## src/rtl/pc_next_unit_pkg.sv

```systemverilog
// Shared definitions for the 16-bit MIPS program-counter unit and the decoder feeding it.
package pc_next_unit_pkg;

    // Datapath widths (word-addressed instruction memory)
    localparam int PC_W    = 16;
    localparam int IMM_W   = 6;
    localparam int JADDR_W = 12;
    localparam int RET_W   = 16;

    localparam logic [PC_W-1:0] DEFAULT_RESET_PC = 16'h0000;

    // Top-level run control: the core either executes or is parked until reset
    typedef enum logic {
        ST_RUN  = 1'b0,
        ST_HALT = 1'b1
    } pc_state_e;

    // Opcode constants used by the decoder that produces branch_eq/branch_ne/jump/halt_req
    localparam logic [3:0] OP_RTYPE = 4'h0;
    localparam logic [3:0] OP_ADDI  = 4'h1;
    localparam logic [3:0] OP_LW    = 4'h2;
    localparam logic [3:0] OP_SW    = 4'h3;
    localparam logic [3:0] OP_BEQ   = 4'h4;
    localparam logic [3:0] OP_BNE   = 4'h5;
    localparam logic [3:0] OP_J     = 4'h6;
    localparam logic [3:0] OP_HALT  = 4'hF;

    // Widen a signed word offset to a full PC-width addend
    function automatic logic [PC_W-1:0] sign_extend_imm(input logic [IMM_W-1:0] imm);
        return {{(PC_W-IMM_W){imm[IMM_W-1]}}, imm};
    endfunction

    // True when two or more of the three control-flow decodes are asserted together
    function automatic logic multi_hot3(input logic a, input logic b, input logic c);
        return (a & b) | (a & c) | (b & c);
    endfunction

endpackage

```

## src/rtl/pc_next_unit_if.sv

```systemverilog
// Decoder/ALU-side bundle for the PC unit: control-flow decodes in, PC and status out.
interface pc_next_unit_if;
    import pc_next_unit_pkg::*;

    logic               branch_eq;
    logic               branch_ne;
    logic               jump;
    logic [IMM_W-1:0]   imm;
    logic [JADDR_W-1:0] jaddr;
    logic               zero;
    logic               stall;
    logic               halt_req;

    logic [PC_W-1:0]    pc;
    logic [PC_W-1:0]    pc_plus1;
    logic               halted;
    logic [RET_W-1:0]   retired;
    logic               ctl_err;

    // Decoder/ALU side: drives the controls, observes PC and status
    modport master (
        output branch_eq, branch_ne, jump, imm, jaddr, zero, stall, halt_req,
        input  pc, pc_plus1, halted, retired, ctl_err
    );

    // PC unit side
    modport slave (
        input  branch_eq, branch_ne, jump, imm, jaddr, zero, stall, halt_req,
        output pc, pc_plus1, halted, retired, ctl_err
    );

endinterface

```

## src/rtl/pc_target_calc.sv

```systemverilog
// Combinational candidate next-PC values and branch resolution for the PC unit.
module pc_target_calc
    import pc_next_unit_pkg::*;
(
    input  logic [PC_W-1:0]    pc_i,
    input  logic               branch_eq_i,
    input  logic               branch_ne_i,
    input  logic               zero_i,
    input  logic [IMM_W-1:0]   imm_i,
    input  logic [JADDR_W-1:0] jaddr_i,
    output logic [PC_W-1:0]    pc_plus1_o,
    output logic [PC_W-1:0]    branch_target_o,
    output logic [PC_W-1:0]    jump_target_o,
    output logic               taken_o
);

    // Sequential, branch and jump targets; all additions wrap modulo 2^PC_W
    always_comb begin
        pc_plus1_o      = pc_i + {{(PC_W-1){1'b0}}, 1'b1};
        branch_target_o = pc_plus1_o + sign_extend_imm(imm_i);
        jump_target_o   = {pc_plus1_o[PC_W-1:JADDR_W], jaddr_i};
        taken_o         = (branch_eq_i & zero_i) | (branch_ne_i & ~zero_i);
    end

endmodule

```

## src/rtl/pc_next_unit.sv

```systemverilog
// Program counter register, RUN/HALT control, retire counter and sticky control-conflict flag.
module pc_next_unit
    import pc_next_unit_pkg::*;
#(
    parameter logic [PC_W-1:0] RESET_PC = DEFAULT_RESET_PC
) (
    input  logic          clk,
    input  logic          rst_n,
    pc_next_unit_if.slave bus
);

    pc_state_e          state_q;
    logic [PC_W-1:0]    pc_q;
    logic [PC_W-1:0]    pc_d;
    logic [RET_W-1:0]   retired_q;
    logic               ctl_err_q;
    logic               halted_q;

    logic [PC_W-1:0]    pc_plus1;
    logic [PC_W-1:0]    branch_target;
    logic [PC_W-1:0]    jump_target;
    logic               taken;
    logic               retire;
    logic               multi_ctl;

    pc_target_calc u_target (
        .pc_i            (pc_q),
        .branch_eq_i     (bus.branch_eq),
        .branch_ne_i     (bus.branch_ne),
        .zero_i          (bus.zero),
        .imm_i           (bus.imm),
        .jaddr_i         (bus.jaddr),
        .pc_plus1_o      (pc_plus1),
        .branch_target_o (branch_target),
        .jump_target_o   (jump_target),
        .taken_o         (taken)
    );

    // An instruction retires only while running, not stalled, and not the halt instruction itself
    assign retire    = (state_q == ST_RUN) && !bus.stall && !bus.halt_req;
    assign multi_ctl = multi_hot3(bus.branch_eq, bus.branch_ne, bus.jump);

    // Next-PC select: jump beats a taken branch, which beats fall-through; hold when not retiring
    always_comb begin
        pc_d = pc_q;
        if (retire) begin
            if (bus.jump) begin
                pc_d = jump_target;
            end else if (taken) begin
                pc_d = branch_target;
            end else begin
                pc_d = pc_plus1;
            end
        end
    end

    // RUN/HALT state machine together with the PC, retire count and error flag it governs
    always_ff @(posedge clk or negedge rst_n) begin
        if (!rst_n) begin
            state_q   <= ST_RUN;
            halted_q  <= 1'b0;
            pc_q      <= RESET_PC;
            retired_q <= '0;
            ctl_err_q <= 1'b0;
        end else begin
            pc_q <= pc_d;
            case (state_q)
                ST_RUN: begin
                    if (!bus.stall && bus.halt_req) begin
                        state_q  <= ST_HALT;
                        halted_q <= 1'b1;
                    end
                    if (retire) begin
                        retired_q <= retired_q + {{(RET_W-1){1'b0}}, 1'b1};
                        if (multi_ctl) begin
                            ctl_err_q <= 1'b1;
                        end
                    end
                end
                ST_HALT: begin
                    halted_q <= 1'b1;
                end
                default: begin
                    state_q <= ST_HALT;
                end
            endcase
        end
    end

    assign bus.pc       = pc_q;
    assign bus.pc_plus1 = pc_plus1;
    assign bus.halted   = halted_q;
    assign bus.retired  = retired_q;
    assign bus.ctl_err  = ctl_err_q;

endmodule
```

## src/flat_wrapper.sv

```systemverilog
// flat-port wrapper written by rule: the top's interface ports become plain ports
module pc_next_unit_flat import pc_next_unit_pkg::*;
#(
    parameter logic [PC_W-1:0] RESET_PC = DEFAULT_RESET_PC
)
  (clk, rst_n, bus_branch_eq, bus_branch_ne, bus_jump, bus_imm, bus_jaddr, bus_zero, bus_stall, bus_halt_req, bus_pc, bus_pc_plus1, bus_halted, bus_retired, bus_ctl_err);
  pc_next_unit_if bus_i ();
  input  logic clk;
  input  logic rst_n;
  input wire logic [$bits(bus_i.branch_eq)-1:0] bus_branch_eq;
  input wire logic [$bits(bus_i.branch_ne)-1:0] bus_branch_ne;
  input wire logic [$bits(bus_i.jump)-1:0] bus_jump;
  input wire logic [$bits(bus_i.imm)-1:0] bus_imm;
  input wire logic [$bits(bus_i.jaddr)-1:0] bus_jaddr;
  input wire logic [$bits(bus_i.zero)-1:0] bus_zero;
  input wire logic [$bits(bus_i.stall)-1:0] bus_stall;
  input wire logic [$bits(bus_i.halt_req)-1:0] bus_halt_req;
  output wire logic [$bits(bus_i.pc)-1:0] bus_pc;
  output wire logic [$bits(bus_i.pc_plus1)-1:0] bus_pc_plus1;
  output wire logic [$bits(bus_i.halted)-1:0] bus_halted;
  output wire logic [$bits(bus_i.retired)-1:0] bus_retired;
  output wire logic [$bits(bus_i.ctl_err)-1:0] bus_ctl_err;
  assign bus_i.branch_eq = bus_branch_eq;
  assign bus_i.branch_ne = bus_branch_ne;
  assign bus_i.jump = bus_jump;
  assign bus_i.imm = bus_imm;
  assign bus_i.jaddr = bus_jaddr;
  assign bus_i.zero = bus_zero;
  assign bus_i.stall = bus_stall;
  assign bus_i.halt_req = bus_halt_req;
  assign bus_pc = bus_i.pc;
  assign bus_pc_plus1 = bus_i.pc_plus1;
  assign bus_halted = bus_i.halted;
  assign bus_retired = bus_i.retired;
  assign bus_ctl_err = bus_i.ctl_err;
  pc_next_unit #(.RESET_PC(RESET_PC)) u_core (.clk(clk), .rst_n(rst_n), .bus(bus_i));
endmodule
```

## config.mk

```make
export PLATFORM = sky130hd
export DESIGN_NAME = pc_next_unit_flat
export DESIGN_NICKNAME = d
export VERILOG_FILES = /design/src/rtl/pc_next_unit_pkg.sv /design/src/rtl/pc_next_unit_if.sv /design/src/rtl/pc_target_calc.sv /design/src/rtl/pc_next_unit.sv /design/src/flat_wrapper.sv
export SDC_FILE = /design/constraint.sdc
export NUM_CORES = 1
export LEC_CHECK = 0
export CAP_MARGIN = 20
export CORE_AREA = 2 2 81 83
export CTS_CLUSTER_DIAMETER = 40
export CTS_CLUSTER_SIZE = 10
export DETAILED_ROUTE_END_ITERATION = 16
export DIE_AREA = 0 0 83 85
export HOLD_SLACK_MARGIN = 0.05
export PLACE_DENSITY = 0.71
export SLEW_MARGIN = 20
export SYNTH_ARGS = -nofsm -noshare
export SYNTH_HDL_FRONTEND = slang
export SYNTH_SLANG_ARGS = --single-unit
```

## constraint.sdc

```tcl
create_clock -name clk -period 2.7 [get_ports clk]
set_input_delay 0.54 -clock clk [delete_from_list [all_inputs] [get_ports clk]]
set_output_delay 0.54 -clock clk [all_outputs]
set_load 0.01 [all_outputs]
```

; Word-level counts from Yosys, hierarchy flattened
; Index checks and enable logic that the tools add are counted.
[word_totals]
input_bits = 26
word_cells = 32
ff_bits = 35
[classes]
n_mux = 6
bitwise_logic = 10
addsub = 3
eq_ne = 1
reduce_logical = 7
[ops]
columns = cell, n
row1 = $add A16 B1 Y16 const B, 2
row2 = $mux W16, 2
row3 = $add A16 B16 Y16, 1
row4 = $and A1 B1 Y1, 5
row5 = $logic_and A1 B1 Y1, 3
row6 = $mux W1, 3
row7 = $or A1 B1 Y1, 3
row8 = $reduce_and A3 Y1, 1
row9 = $logic_not A1 Y1, 2
row10 = $ne A2 B2 Y1 const B, 1
row11 = $not A1 Y1, 2
row12 = $pmux W1 S2, 1
row13 = $reduce_and A2 Y1, 1

; Logic depth before layout (Yosys ltp)
; Gate-level depths: netlist of run 1.
[depth]
depth_word = 5
depth_mapped = 13
ltp_nobuf = 13

; By module
; Synthesis of run 1 repeated with hierarchy kept, for this count alone.
[hier_totals]
cells_unflattened = 338
hier_area_um2 = 2904.0
[modules_own_cells]
columns = module, instances, cells_per_inst, area_each_um2, seq_area_each_um2
row1 = pc_next_unit, 1, 176, 1739.2, 875.8
row2 = pc_target_calc, 1, 162, 1164.9, 0.0

; Worst setup path before layout of run 1
; No wires, ideal clock.
[synth_path]
path_kind = register to register
from = register u_core.pc_q[5], in the netlist u_core.bus.pc[5]
to = register u_core.pc_q[15], in the netlist u_core.bus.pc[15]
setup_ns = 0.134
t_arrival_ns = 3.016
required_ns = 2.566
stages_incl_launch_ff = 14
period_less_slack_ns = 3.150
slack_ns = -0.450
path_buffers = 0
cell_sequence = dfrtp_1 and4_1 nand3_1 nor2_1 nand3_1 xnor2_1 ha_1 o21ai_0 nor2_1 or2_2 a211o_2 o311ai_1 and3_1 o31ai_2
[synth_between]
elab_chain_cells = 4
[synth_rtl]
columns = item, line_no
row1 = start: declaration, pc_next_unit.sv:13  ; logic [PC_W-1:0] pc_q;
row2 = start signal: assignment, pc_next_unit.sv:66  ; pc_q <= pc_d;
row3 = $add A16 B1 Y16, pc_target_calc.sv:19  ; pc_plus1_o = pc_i + {{(PC_W-1){1'b0}}, 1'b1};
row4 = net bus_pc_plus1[13], flat_wrapper.sv:19  ; output wire logic [$bits(bus_i.pc_plus1)-1:0] bus_pc_plus1;
row5 = $add A16 B16 Y16, pc_target_calc.sv:20  ; branch_target_o = pc_plus1_o + sign_extend_imm(imm_i);
row6 = $mux W16, pc_next_unit.sv:49  ; end else if (taken) begin
row7 = $mux W16, pc_next_unit.sv:47  ; if (bus.jump) begin
; The timed path passes the listed nets, and every way through them passes these cells.
; A chain may end at the register's enable or synchronous reset.

; Worst setup path in the final report of run 1
[layout_path]
from = register u_core.pc_q[1], in the netlist u_core.bus.pc[1]
to = register u_core.pc_q[15], in the netlist u_core.bus.pc[15]
[layout_between]
elab_chain_cells = 4
[layout_rtl]
columns = item, line_no
row1 = $add A16 B1 Y16 *, pc_target_calc.sv:19
row2 = $add A16 B16 Y16, pc_target_calc.sv:20
row3 = $mux W16, pc_next_unit.sv:49
row4 = $mux W16 *, pc_next_unit.sv:47
; Mark *: on every way between the ends. The rest lies on a longest branch, timed or not.

==> flow_summary.ini, run 1 <==
[synthesis]
async_flop_share_pct = 100.0
syn_area_um2 = 2592
ys_warn_count = 0
yosys_register_bits = 35
syn_nets = 340
synth-seq-area-share_pct = 33.78
synth.avg_cell_area_um2 = 8.878
yosysUniqueCellTypes = 48
synth_flop_cell = dfrtp_1
syn_inst = 292
synth_edf_count = 0

[pwr]
vdd_drop_max_v = 0.0004504
power_density_nw_per_um2 = 632.5
leakage_nw = 2.070

[final_layout]
layout_commonest_cell = buf_4
final_cell_mix = buf_4 (89), clkdlybuf4s50_1 (66), nand2_1 (34), dfrtp_1 (27), xnor2_1 (21)
area.growth.synth_to_final_pct = 77.61
final_core_util_pct = 74.21
antenna_cells = 0
final_cell_area_um2 = 4604
layout.cells.non_filler = 537
drive_gt1_share_pct = 36.09
nets = 507

[worst_setup_path]
cpMaxStageDelayCell = dfrtp_1
reg2reg_to = u_core.bus.pc[15]
critPathKind = register to register
end_kind = register
path_common_cell = ha_4
max_stage_delay_ns = 0.39
crit_fanout = 3
crit_chain = ha_4 -> and4_4 -> nand4_1 -> xnor2_2 -> ha_4 -> and2_4 -> a311o_1 -> a31o_1 -> a211o_2 -> o311ai_4 -> and3_1 -> o31ai_2
start_kind = register
critical_path.top_delay_family = compound AO/OA/AOI/OAI gates
cp.required_ns = 2.85
reg2regPathDepth = 12
cp_num_buf_inv = 0
crit-reg2reg-launch = u_core.bus.pc[1]
arrival_ns = 3.04
worst-r2r-setup-slack_ns = -0.18

[grt]
grt_antenna_before_repair = 0
grt_pass1_wl_um = 13240
grt_use_total_pct = 22.61
grt_max_degree = 36
grt_pass1_vias = 2899
overflow = 0

[min_path]
holdPathEnd = u_core.bus.ctl_err
hp-start = u_core.bus.ctl_err
hp-class = register to register
whs_path_depth = 1

[timing]
max_freq_ghz = 0.3468
hold_viol_final = 0
setup_slack_ns = -0.1839
relSlewSlack_pct = 67.26
period_share_pct = 106.8
tightest_slew_ns = 0.4906
min_period_ns = 2.884
setup_violations = 4
drv_slew = 0
finClkSkew_ns = 0.008065
rsz0062_at_grt = yes

[routing]
vias_per_cell = 5.337
wire_per_inst_um = 15.49
drtPass1Iterations = 4
drc = 0
route.vias.total = 2866
drtAntennaViolNets = 0
totalWireLength_um = 8320
drtIter0Drc = 122

[floorplanning]
die_y_um = 85
initial_core_util_pct = 41.78
dieArea_um2 = 7055
die-width_um = 83
pin_count = 76
core_area_um2 = 6205
rows = 29

[place]
dp.cells = 507
placed_cell_area_um2 = 4071
hpwlAfterDp_um = 6027
port_buffers = 75
gp_congestion = 0.8813

[clock_tree]
clock_path_buffers = 2
root_buffer = clkbuf_8
cts_buffers = 5
clk_latency_ns = 0.28
htree_num_levels = 2
clkTransAtPathRegs_ns = 0.07
cts_sinks = 35
cts_tree = done

[run_status]
violations = setup timing
status = finished with violations

[flow_run]
maxCapViolCount = 0
## cell families (layout without fill, tap and decap cells)
| group | Yosys count | count (layout) | share of synthesized area (%) |
|---|---|---|---|
| compound gates | 73 | 73 | 18.29 |
| xor+xnor | 42 | 42 | 14.19 |
| fa+ha+maj | 23 | 23 | 11.29 |
| buf+inv | 12 | 180 | 1.737 |
| flops | 35 | 35 | 33.78 |
| mux | 4 | 4 | 1.544 |
| simple gates | 103 | 103 | 19.16 |
## worst register-to-register path: cells and delay by family (launching register included)
family	cells	cell delay, ns
compound gates	5	1.03
fa+ha+maj	2	0.40
flops	1	0.39
simple gates	4	0.69
xor+xnor	1	0.25
## cell type report
cell class,count,area [µm²]
Fill cell,425,1600
Clock inverter,2,12.51
Clock buffer,6,72.57
Inverter,5,18.77
Multi-Input combinational cell,245,2051
Sequential cell,35,885.9
Tap cell,77,96.34
Timing Repair Buffer,167,1468
## registers in the layout, summed over array words and instances, names as in the netlist
register	flops
u_core.bus.ctl_err	1
u_core.bus.halted	1
u_core.bus.pc	16
u_core.bus.retired	16
u_core.state_q	1
## stage by stage
stage          worst slack [ns]  hold slack (ns)  power [mW]  setup TNS (ns)
5_1_grt                 -0.2388           0.4847       3.092          -1.467
3_3_place_gp            -0.2736           0.4529       2.200          -1.650
6_report                -0.1839           0.4683       2.912         -0.4396
2_1_floorplan           -0.2858           0.2444       1.429         -0.7677
3_5_place_dp            -0.3195           0.4470       2.230          -2.181
4_1_cts                 -0.1472           0.4722       2.744         -0.6331
## cells in the mapped netlist (all sizes together) (5+ instances only)
| cell type | instances | area, µm² |
|---|---|---|
| a21o | 5 | 37.54 |
| a21oi | 21 | 116.4 |
| nor3 | 7 | 35.03 |
| ha | 21 | 262.8 |
| o21ai | 21 | 105.1 |
| clkbuf | 6 | 22.52 |
| nand3 | 14 | 70.07 |
| xor2 | 11 | 96.34 |
| and3 | 6 | 37.54 |
| nand2 | 36 | 135.1 |
| nor2 | 17 | 66.32 |
| nand4 | 6 | 37.54 |
| dfrtp | 35 | 875.8 |
| xnor2 | 31 | 271.5 |
| inv | 5 | 18.77 |
## how the worst max path moves through the flow
stage                                start           endpoint  slack (ns)  cells after the start
final                     u_core.bus.pc[1]  u_core.bus.pc[15]       -0.18                     12
after CTS                 u_core.bus.pc[1]  u_core.bus.pc[15]       -0.15                     12
after detailed placement        bus_imm[5]  u_core.bus.pc[15]       -0.32                     10
after global placement          bus_imm[5]  u_core.bus.pc[15]       -0.27                     11
after global routing      u_core.bus.pc[1]  u_core.bus.pc[15]       -0.24                     12
after floorplan           u_core.bus.pc[1]  u_core.bus.pc[15]       -0.29                     12
## per-layer routing
metal / wire [µm] / GRT usage (%) / vias up / share of wire, %
met2: 4459 / 42.60 / 86 / 54
li1: - / - / 1385 / -
met3: 341 / 2.918 / 8 / 4.1
met1: 3418 / 27.49 / 1387 / 41
met5: 0 / 0 / - / 0
met4: 99 / 5.216 / 0 / 1.2
## timing repair
| action | in CTS | in global routing |
|---|---|---|
| gates resized for setup | 27 | 36 |
| buffers inserted | 14 | 9 |
| endpoints found under the setup margin | 13 | 16 |
| pin swaps | 28 | 12 |
| hold buffers | 0 | 0 |
## power breakdown
part / switching, mW / leakage (nW) / total [mW] / internal (mW)
Clock: 0.183 / 0.0412 / 0.363 / 0.180
Sequential: 0.0933 / 0.440 / 0.690 / 0.596
Combinational: 0.822 / 1.59 / 1.86 / 1.04
Note: power is estimated with default switching activity, not from simulation.
==> run 2, diff against run 1 <==
--- a/config.mk
+++ b/config.mk
@@ -5,12 +5,13 @@
 export SDC_FILE = /design/constraint.sdc
 export NUM_CORES = 1
 export LEC_CHECK = 0
+export ABC_AREA = 1
 export CAP_MARGIN = 20
-export CORE_AREA = 2 2 81 83
+export CORE_AREA = 2 2 85 87
 export CTS_CLUSTER_DIAMETER = 40
 export CTS_CLUSTER_SIZE = 10
 export DETAILED_ROUTE_END_ITERATION = 16
-export DIE_AREA = 0 0 83 85
+export DIE_AREA = 0 0 87 89
 export HOLD_SLACK_MARGIN = 0.05
 export PLACE_DENSITY = 0.71
 export SLEW_MARGIN = 20
==> flow_summary.ini, run 2 <==
[synthesis]
yosysUniqueCellTypes = 37
synth-seq-area-share_pct = 29.61
synth_xor_area_share_pct = 8.587
ys_warn_count = 0
async_flop_share_pct = 100.0
synth_flop_cell = dfrtp_1
synth_top_cell_area_share_pct = 29.61
synth-compound-area-share_pct = 8.629
synth_top_family_by_area = simple AND/OR/NAND/NOR gates
synth.area.mux_share_pct = 0
synth_edf_count = 0
synth_common_cells = nand2_1 (131), inv_1 (53), nor2_1 (41), dfrtp_1 (35), nand3_1 (34)
synth.avg_cell_area_um2 = 6.831
synth.largest_area_cell = dfrtp_1
synthAdderAreaFrac_pct = 9.560
yosysMostFrequentCell = nand2_1
synth_simple_gate_area_share_pct = 35.15
syn_inst = 433
syn_nets = 481
synthTopCellsByArea = dfrtp_1 (30%), nand2_1 (17%), ha_1 (8.9%)
syn_area_um2 = 2958
yosys_register_bits = 35

[worst_setup_path]
crit-reg2reg-launch = u_core.bus.pc[4]
end_kind = output port
crit_fanout = 3
reg2regPathDepth = 16
reg2reg_to = u_core.bus.pc[12]
cp.required_ns = 2.16
critPathKind = register to output port
worst-r2r-setup-slack_ns = 0.11
start_kind = register
arrival_ns = 2.11

[final_layout]
nFillCells = 584
nets = 594
final_core_util_pct = 65.96
final_cell_mix = nand2_1 (126), clkdlybuf4s50_1 (70), inv_1 (51), nor2_1 (37), buf_4 (37)
regArea_um2 = 879.6
antenna_cells = 0
area.growth.synth_to_final_pct = 49.83
layout_commonest_cell = nand2_1
multiInputGateArea_um2 = 2072
drive_gt1_share_pct = 18.65

[run_status]
status = finished clean

[clock_tree]
cts_tree = done
cts_hold_buf = 0
clock_path_buffers = 2
cts_sinks = 35
clkTransAtPathRegs_ns = 0.07
htree_num_levels = 2
clk_latency_ns = 0.28
cts_buffers = 5
root_buffer = clkbuf_8

[floorplanning]
initial_core_util_pct = 44.02
die-width_um = 87
dieArea_um2 = 7743
rows = 30
die_y_um = 89
core_area_um2 = 6719
pin_count = 76

[routing]
vias_per_cell = 5.046
wire_per_inst_um = 14.43
drtAntennaViolNets = 0
totalWireLength_um = 9049
drtIter0Drc = 154
drtPass1Iterations = 4
route.vias.total = 3164
drc = 0

[grt]
grt_antenna_before_repair = 0
grt_max_degree = 36
grt_pass1_vias = 3044
grt_use_total_pct = 23.20
grt_pass1_wl_um = 14270
overflow = 0

[place]
place_ws_ns = -0.2144
hpwlAfterDp_um = 6563
gp_congestion = 0.9230
port_buffers = 75

[timing]
setup_slack_ns = 0.04679
finClkSkew_ns = 0.007412
tightest_slew_ns = 0.4488
drv_slew = 0
hold_viol_final = 0
period_share_pct = 98.27
relSlewSlack_pct = 70.08
setup_violations = 0
min_period_ns = 2.653
rsz0062_at_grt = yes
max_freq_ghz = 0.3769

[pwr]
power_density_nw_per_um2 = 605.1
vdd_drop_max_v = 0.0004100
leakage_nw = 2.246

[min_path]
hp-class = register to register
hp-start = u_core.bus.halted
whs_path_depth = 1
holdPathEnd = u_core.bus.halted

[flow_run]
maxCapViolCount = 0
run 2: changes by cell type in the layout (fill, tap and decap cells not counted), moves of 7 or more:
cell | before | now
xnor2_1 | 21 | 8
inv_2 | 0 | 7
nand3_1 | 10 | 31
inv_1 | 5 | 51
buf_4 | 89 | 37
nor2_1 | 13 | 37
nand2_1 | 34 | 126
run 2: logic make-up (layout without fill, tap and decap cells):
group,after synthesis,count (layout)
AND/OR/NAND/NOR,235,235
buffers and inverters,66,180
AO/OA/AOI/OAI,46,46
flip-flops,35,35
XOR/XNOR,29,29
adder cells (fa/ha/maj),22,22
run 2: worst max-delay path, cell delays in order, from the launching register on:
cell,delay (ns)
dfrtp_1,0.39
ha_2,0.21
nand2_2,0.09
inv_2,0.10
nand3_2,0.12
xnor2_2,0.24
buf_4,0.16
clkdlybuf4s50_1,0.52
run 2: report_power, final:
group | switching, mW | internal [mW] | total, mW
combinational | 0.808 | 0.713 | 1.52
sequential | 0.0757 | 0.595 | 0.670
clock | 0.192 | 0.299 | 0.491
total | 1.08 | 1.61 | 2.68
run 2: worst max-delay path by stage:
stage / cells after the start / endpoint / from
after CTS: 16 / u_core.bus.pc[13] / u_core.bus.pc[1]
after detailed placement: 16 / u_core.bus.pc[13] / u_core.bus.pc[0]
after floorplan: 16 / u_core.bus.pc[13] / u_core.bus.pc[0]
after global placement: 16 / u_core.bus.pc[13] / u_core.bus.pc[0]
after global routing: 17 / u_core.bus.pc[10] / u_core.bus.pc[4]
final: 7 / bus_pc_plus1[6] / u_core.bus.pc[1]
run 2: timing repair:
| action | CTS | global route |
|---|---|---|
| resized for setup | 13 | 36 |
| setup buffers | 4 | 15 |
| pin swaps | 1 | 10 |
| endpoints found under the setup margin | 9 | 15 |
| gates cloned | 0 | 0 |
run 2: final cells by class:
type                       count  share of cell area (%)
multi-input combinational    332                   46.75
timing repair buffer         112                   23.40
sequential                    35                   19.85
inverter                      60                   5.082
tap                           80                   2.259
clock buffer                   6                   1.863
clock inverter                 2                  0.7905
run 2: through the flow:
stage	setup TNS, ns	cells	total power, mW	cell area, µm²	hold WS, ns
final	0	627	2.682	4432	0.4713
after global routing	-0.7986	627	2.878	4432	0.4878
after CTS	-0.04998	612	2.516	4120	0.4810
after detailed placement	-0.2314	600	1.979	3919	0.4625
after global placement	-0.1639	600	1.962	3919	0.4557
after floorplan	0	433	1.412	2958	0.2444
run 2: metal layers:
layer  wire length (µm)  vias up  part of all wire (%)  track usage, %
met5                  0        -                     0               0
met4                116        0                   1.3           4.261
met3                462       13                   5.1           3.324
met2               4402       89                    49           39.63
met1               4067     1470                    45           31.70
li1                   -     1592                     -               -
